File: config.mk
export PLATFORM = sky130hd
export DESIGN_NAME = id_imm_stage
export DESIGN_NICKNAME = d
export VERILOG_FILES = /design/src/rtl/rv32_pkg.sv /design/src/rtl/immediategen.sv /design/src/rtl/id_imm_stage.sv
export SDC_FILE = /design/constraint.sdc
export NUM_CORES = 1
export LEC_CHECK = 0
export ABC_AREA = 1
export BUFFER_PORTS_ARGS = -buffer_cell sky130_fd_sc_hd__buf_2
export CORE_MARGIN = 2
export CORE_UTILIZATION = 50
export DETAILED_ROUTE_END_ITERATION = 7
export PLACE_DENSITY = 0.79
export SLEW_MARGIN = 0
export SYNTH_ARGS = -nofsm -noshare
export SYNTH_HDL_FRONTEND = slang
export SYNTH_HIERARCHICAL = 1
export SYNTH_SLANG_ARGS = --single-unit
File: constraint.sdc
create_clock -name clk -period 3.9 [get_ports clk]
set_input_delay 0.585 -clock clk [delete_from_list [all_inputs] [get_ports clk]]
set_output_delay 0.585 -clock clk [all_outputs]
set_load 0.005 [all_outputs]
File: src/rtl/rv32_pkg.sv
// Shared RV32 decode constants: opcodes, immediate-format codes, stage states.
package rv32_pkg;

  localparam logic [6:0] OPC_LUI    = 7'b0110111;
  localparam logic [6:0] OPC_AUIPC  = 7'b0010111;
  localparam logic [6:0] OPC_JAL    = 7'b1101111;
  localparam logic [6:0] OPC_JALR   = 7'b1100111;
  localparam logic [6:0] OPC_LOAD   = 7'b0000011;
  localparam logic [6:0] OPC_STORE  = 7'b0100011;
  localparam logic [6:0] OPC_BRANCH = 7'b1100011;
  localparam logic [6:0] OPC_OPIMM  = 7'b0010011;
  localparam logic [6:0] OPC_OP     = 7'b0110011;

  localparam logic [2:0] IMM_NONE = 3'd0;
  localparam logic [2:0] IMM_I    = 3'd1;
  localparam logic [2:0] IMM_S    = 3'd2;
  localparam logic [2:0] IMM_SB   = 3'd3;
  localparam logic [2:0] IMM_UJ   = 3'd4;
  localparam logic [2:0] IMM_U    = 3'd5;

  // EMPTY: nothing held; FULL: output register valid; SKID: output and skid valid.
  typedef enum logic [1:0] {
    ST_EMPTY = 2'd0,
    ST_FULL  = 2'd1,
    ST_SKID  = 2'd2
  } stage_state_t;

endpackage

File: src/rtl/immediategen.sv
// Immediate generator: produces every RV32 immediate format in parallel from one
// instruction word; the caller picks the one that matches the opcode.
module immediategen (
  input  logic [31:0] i_instr,
  output logic [31:0] o_imm_i,
  output logic [31:0] o_imm_s,
  output logic [31:0] o_imm_sb,
  output logic [31:0] o_imm_uj,
  output logic [31:0] o_imm_u
);

  // All formats sign-extend from instr[31]; branch/jump offsets are halfword aligned.
  always_comb begin
    o_imm_i  = {{20{i_instr[31]}}, i_instr[31:20]};
    o_imm_s  = {{20{i_instr[31]}}, i_instr[31:25], i_instr[11:7]};
    o_imm_sb = {{19{i_instr[31]}}, i_instr[31], i_instr[7], i_instr[30:25],
                i_instr[11:8], 1'b0};
    o_imm_uj = {{11{i_instr[31]}}, i_instr[31], i_instr[19:12], i_instr[20],
                i_instr[30:21], 1'b0};
    o_imm_u  = {i_instr[31:12], 12'b0};
  end

endmodule

File: src/rtl/id_imm_stage.sv
// Decode-stage immediate sequencer: classifies the opcode, selects the matching
// immediate and registers it toward EX behind a two-entry output/skid buffer.
// Handshake: a transfer happens on a rising edge where valid && ready; a producer
// holds valid and data stable until that edge, and ready never depends
// combinationally on the same-side valid. in_ready is a pure register output.
module id_imm_stage
  import rv32_pkg::*;
#(
  parameter int XLEN = 32,
  parameter int PC_W = 32
) (
  input  logic            clk,
  input  logic            rst,
  input  logic            flush,
  input  logic            in_valid,
  output logic            in_ready,
  input  logic [31:0]     in_instr,
  input  logic [PC_W-1:0] in_pc,
  output logic            out_valid,
  input  logic            out_ready,
  output logic [31:0]     out_instr,
  output logic [PC_W-1:0] out_pc,
  output logic [XLEN-1:0] out_imm,
  output logic [2:0]      out_imm_type,
  output logic            out_illegal,
  output logic [1:0]      dbg_state
);

  logic [31:0]     w_imm_i, w_imm_s, w_imm_sb, w_imm_uj, w_imm_u;
  logic [XLEN-1:0] w_imm;
  logic [2:0]      w_type;
  logic            w_illegal;

  stage_state_t    r_state, w_state_nxt;
  logic            r_in_ready;
  logic            w_in_xfer, w_out_xfer;
  logic            w_load_in, w_load_skid, w_load_from_skid;

  logic [31:0]     r_out_instr, r_skid_instr;
  logic [PC_W-1:0] r_out_pc, r_skid_pc;
  logic [XLEN-1:0] r_out_imm, r_skid_imm;
  logic [2:0]      r_out_type, r_skid_type;
  logic            r_out_illegal, r_skid_illegal;

  immediategen u_immgen (
    .i_instr  (in_instr),
    .o_imm_i  (w_imm_i),
    .o_imm_s  (w_imm_s),
    .o_imm_sb (w_imm_sb),
    .o_imm_uj (w_imm_uj),
    .o_imm_u  (w_imm_u)
  );

  // Opcode classification and immediate selection for the incoming instruction.
  always_comb begin
    w_type    = IMM_NONE;
    w_imm     = '0;
    w_illegal = 1'b0;
    case (in_instr[6:0])
      OPC_LUI, OPC_AUIPC:           begin w_type = IMM_U;  w_imm = w_imm_u;  end
      OPC_JAL:                      begin w_type = IMM_UJ; w_imm = w_imm_uj; end
      OPC_JALR, OPC_LOAD, OPC_OPIMM: begin w_type = IMM_I;  w_imm = w_imm_i;  end
      OPC_STORE:                    begin w_type = IMM_S;  w_imm = w_imm_s;  end
      OPC_BRANCH:                   begin w_type = IMM_SB; w_imm = w_imm_sb; end
      OPC_OP:                       w_type = IMM_NONE;
      default:                      w_illegal = 1'b1;
    endcase
  end

  assign w_in_xfer  = in_valid && r_in_ready;
  assign w_out_xfer = (r_state != ST_EMPTY) && out_ready;

  // Next-state and register-load decisions; flush overrides everything.
  always_comb begin
    w_state_nxt      = r_state;
    w_load_in        = 1'b0;
    w_load_skid      = 1'b0;
    w_load_from_skid = 1'b0;
    if (flush) begin
      w_state_nxt = ST_EMPTY;
    end else begin
      case (r_state)
        ST_EMPTY: if (w_in_xfer) begin
          w_state_nxt = ST_FULL;
          w_load_in   = 1'b1;
        end
        ST_FULL: begin
          if (w_in_xfer && w_out_xfer) begin
            w_load_in = 1'b1;
          end else if (w_out_xfer) begin
            w_state_nxt = ST_EMPTY;
          end else if (w_in_xfer) begin
            w_state_nxt = ST_SKID;
            w_load_skid = 1'b1;
          end
        end
        ST_SKID: if (w_out_xfer) begin
          w_state_nxt      = ST_FULL;
          w_load_from_skid = 1'b1;
        end
        default: w_state_nxt = ST_EMPTY;
      endcase
    end
  end

  // State register; in_ready is precomputed so it has no path from out_ready.
  always_ff @(posedge clk or negedge rst) begin
    if (!rst) begin
      r_state    <= ST_EMPTY;
      r_in_ready <= 1'b1;
    end else begin
      r_state    <= w_state_nxt;
      r_in_ready <= (w_state_nxt != ST_SKID);
    end
  end

  // Output and skid data registers.
  always_ff @(posedge clk or negedge rst) begin
    if (!rst) begin
      r_out_instr    <= '0;
      r_out_pc       <= '0;
      r_out_imm      <= '0;
      r_out_type     <= IMM_NONE;
      r_out_illegal  <= 1'b0;
      r_skid_instr   <= '0;
      r_skid_pc      <= '0;
      r_skid_imm     <= '0;
      r_skid_type    <= IMM_NONE;
      r_skid_illegal <= 1'b0;
    end else begin
      if (w_load_in) begin
        r_out_instr   <= in_instr;
        r_out_pc      <= in_pc;
        r_out_imm     <= w_imm;
        r_out_type    <= w_type;
        r_out_illegal <= w_illegal;
      end else if (w_load_from_skid) begin
        r_out_instr   <= r_skid_instr;
        r_out_pc      <= r_skid_pc;
        r_out_imm     <= r_skid_imm;
        r_out_type    <= r_skid_type;
        r_out_illegal <= r_skid_illegal;
      end
      if (w_load_skid) begin
        r_skid_instr   <= in_instr;
        r_skid_pc      <= in_pc;
        r_skid_imm     <= w_imm;
        r_skid_type    <= w_type;
        r_skid_illegal <= w_illegal;
      end
    end
  end

  assign in_ready     = r_in_ready;
  assign out_valid    = (r_state != ST_EMPTY);
  assign out_instr    = r_out_instr;
  assign out_pc       = r_out_pc;
  assign out_imm      = r_out_imm;
  assign out_imm_type = r_out_type;
  assign out_illegal  = r_out_illegal;
  assign dbg_state    = r_state;

endmodule

==> impl_metrics.tcl <==
set metrics [dict create \
    status "completed" \
    die_h_microns 154 \
    totalWireLength_mm 26.6 \
    hold_violations 0 \
    die_area_sq_mm 0.0237 \
    ctsHtreeMaxLevel 1 \
    cts_hold_buf 0 \
    drive_gt1_share_pct 16.5 \
    cts.repair.resized 0 \
    layout_common_cells "nand2_1 (632), dfrtp_1 (202), buf_2 (171)" \
    arrival_ns 2.86 \
    fin_worst_skew_ns 0.0114 \
    fillers 2040 \
    critical_path_class "flip-flop to flip-flop" \
    worst_slew_pin_slew_ns 1.22 \
    initialDrtViolationCount 814 \
    slew_viol_final 0 \
    post-cts-setup-buffers 0 \
    hold_path_class "input port to asynchronous set/reset pin" \
    rsz0062_at_grt "false" \
    firstDrtPassIters 5 \
    io_pins 173 \
    clk_latency_ns 0.51 \
    core_sq_mm 0.0220 \
    stdcell_count 1798 \
    clock_path_buffers 3 \
    cts_buffers 23 \
    syn_avg_cell_area_sq_um 7.41 \
    fin_nets 1569 \
    drt-wirelength-per-cell_microns 14.8 \
    via_count 9252 \
    ir_worst_vdd_v 0.000256 \
    setup_tns_ns 0 \
    ys_ff_latch 203 \
    cts-root-buf "clkbuf_16" \
    viasPerCell 5.15 \
    crit_fanout 67 \
    seqPwrFrac_pct 45.7 \
    postSynthCellCount 1516 \
    final-setup-viol-count 0 \
    path_clk_slew_ns 0.06 \
    place.gp.congestion 0.831 \
    antenna_found_initial 1 \
    maxSlewHeadroom_pct 18.5 \
    die_w_microns 154 \
    port_buffers 172 \
    worstPathRequired_ns 4.30 \
    holdWs_ns 0.136 \
    syn_to_final_growth_pct 5.63 \
    drc 0 \
    p_switching_uw 1650 \
    crit_path_start_kind "flip-flop" \
    power.internal_uw 4360 \
    swShare_pct 27.4 \
    seq_area_sq_mm 0.00508 \
    grt-ovfl-total 0 \
    finalCritPeriodShare_pct 63.1 \
    grt_pass1_wl_mm 43.7 \
    start_util_pct 51.1 \
    multiInputGateArea_sq_mm 0.00426 \
    grt_max_degree 105 \
    period_needed_ns 2.46 \
    power_frac_comb_pct 15.7 \
    synth_cell_types 25 \
    tritoncts "done" \
    endpoint_kind "flip-flop" \
    final_antenna_net_count 0 \
    dp.cells 1755 \
    seq_area_frac_synth_pct 45.3 \
    maxCapViolCount 0 \
    track_usage_pct 22.4 \
    layout_commonest_cell "nand2_1" \
    clock-sinks 203 \
    power_leakage_uw 0.00658 \
    hpwl_mm 17.4 \
    syn_area_sq_mm 0.0112 \
    grt_pass1_vias 8465 \
    clockPowerShare_pct 38.6 \
    power_density_mw_per_mm2 507 \
    timing.fmax_ghz 0.407 \
    ys_warn_count 6 \
    row_count 54 \
]
-- cells in the mapped netlist (all sizes together) --
cell | n | share of area (%)
nand2 | 636 | 21
buf | 220 | 14
dfrtp | 202 | 45
nand3 | 132 | 6.0
nor2 | 83 | 3.1
inv | 79 | 2.6
o21ai | 66 | 2.9
a21oi | 34 | 1.5
o211ai | 29 | 1.9
clkbuf | 23 | 0.77
o22ai | 5 | 0.28
nand4 | 2 | 0.11
o221ai | 2 | 0.16
conb | 1 | 0.033
dfstp | 1 | 0.23
nor3 | 1 | 0.045
-- critical path: stages (launching register included) --
cell     delay, ns
dfstp_2       0.53
nand2_1       0.05
inv_1         0.12
nand3_2       0.40
nand2_2       0.34
inv_2         0.26
buf_12        0.28
nand2_1       0.10
nand2_1       0.06
inv_1         0.06
nand2_1       0.06
-- logic make-up (layout without fill, tap and decap cells) --
kind of cell,Yosys count,count (layout),share of synthesized area (%)
DFF,203,203,45.3
and+or+nand+nor,854,854,30.5
buffers and inverters,322,310,17.3
other,1,15,0.0334
AOI/OAI and AO/OA,136,136,6.83
-- layer usage --
metal	up-vias	track usage, %	share of wire, %
met1	4321	31.9	45
li1	4543	-	-
met2	343	35.2	45
met4	0	7.08	3.0
met3	45	3.83	6.8
met5	-	0	0
-- worst paths after layout --
path	start	end	slack, ns	cells after the start
max	in_ready$_DFF_PN1_	out_imm[20]$_DFFE_PN0P_	1.44	10
min	rst	out_pc[25]$_DFFE_PN0P_	0.14	1
max reg2reg	in_ready$_DFF_PN1_	out_imm[20]$_DFFE_PN0P_	1.44	10
min reg2reg	r_skid_pc[29]$_DFFE_PN0P_	r_skid_pc[29]$_DFFE_PN0P_	0.47	2
max in group asynchronous	rst	out_imm[20]$_DFFE_PN0P_	2.90	2
min in group clk	in_pc[28]	r_skid_pc[28]$_DFFE_PN0P_	0.30	3
-- power groups by stage --
stage / clock [uW] / combinational (uW) / sequential, uW
2_1_floorplan: 0 / 628 / 2760
3_3_place_gp: 0 / 914 / 2760
3_5_place_dp: 0 / 949 / 2780
4_1_cts: 2360 / 954 / 2740
5_1_grt: 2440 / 1080 / 2790
6_report: 2320 / 943 / 2750
-- state kept, by name, indices dropped and copies added (netlist names) --
register and count:
r_skid_pc 32, dbg_state 2, out_illegal 1, out_imm 32, r_skid_illegal 1, r_skid_imm 32
r_skid_type 3, out_pc 32, out_instr 32, out_imm_type 3, in_ready 1, r_skid_instr 32
-- cell type report --
cell class | count | area share [%]
flip-flops and latches | 203 | 42.8
multi-input cells | 1004 | 35.9
repair buffers | 189 | 8.83
clock buffers | 31 | 5.61
well taps | 280 | 2.95
inverters | 79 | 2.50
clock inverters | 11 | 1.34
diodes | 1 | 0.0211
-- metrics by stage --
step / util, % / area, sq um / setup slack (ns) / total power [uW]
global placement: 50.2 / 11000 / 1.28 / 3670
global route: 54.0 / 11900 / 1.25 / 6320
finish: 54.0 / 11900 / 1.44 / 6010
floorplan: - / 11300 / 2.25 / 3380
detailed placement: 50.2 / 11000 / 1.21 / 3720
CTS: 54.0 / 11900 / 1.48 / 6060
Power figures use the tool's default switching activity.
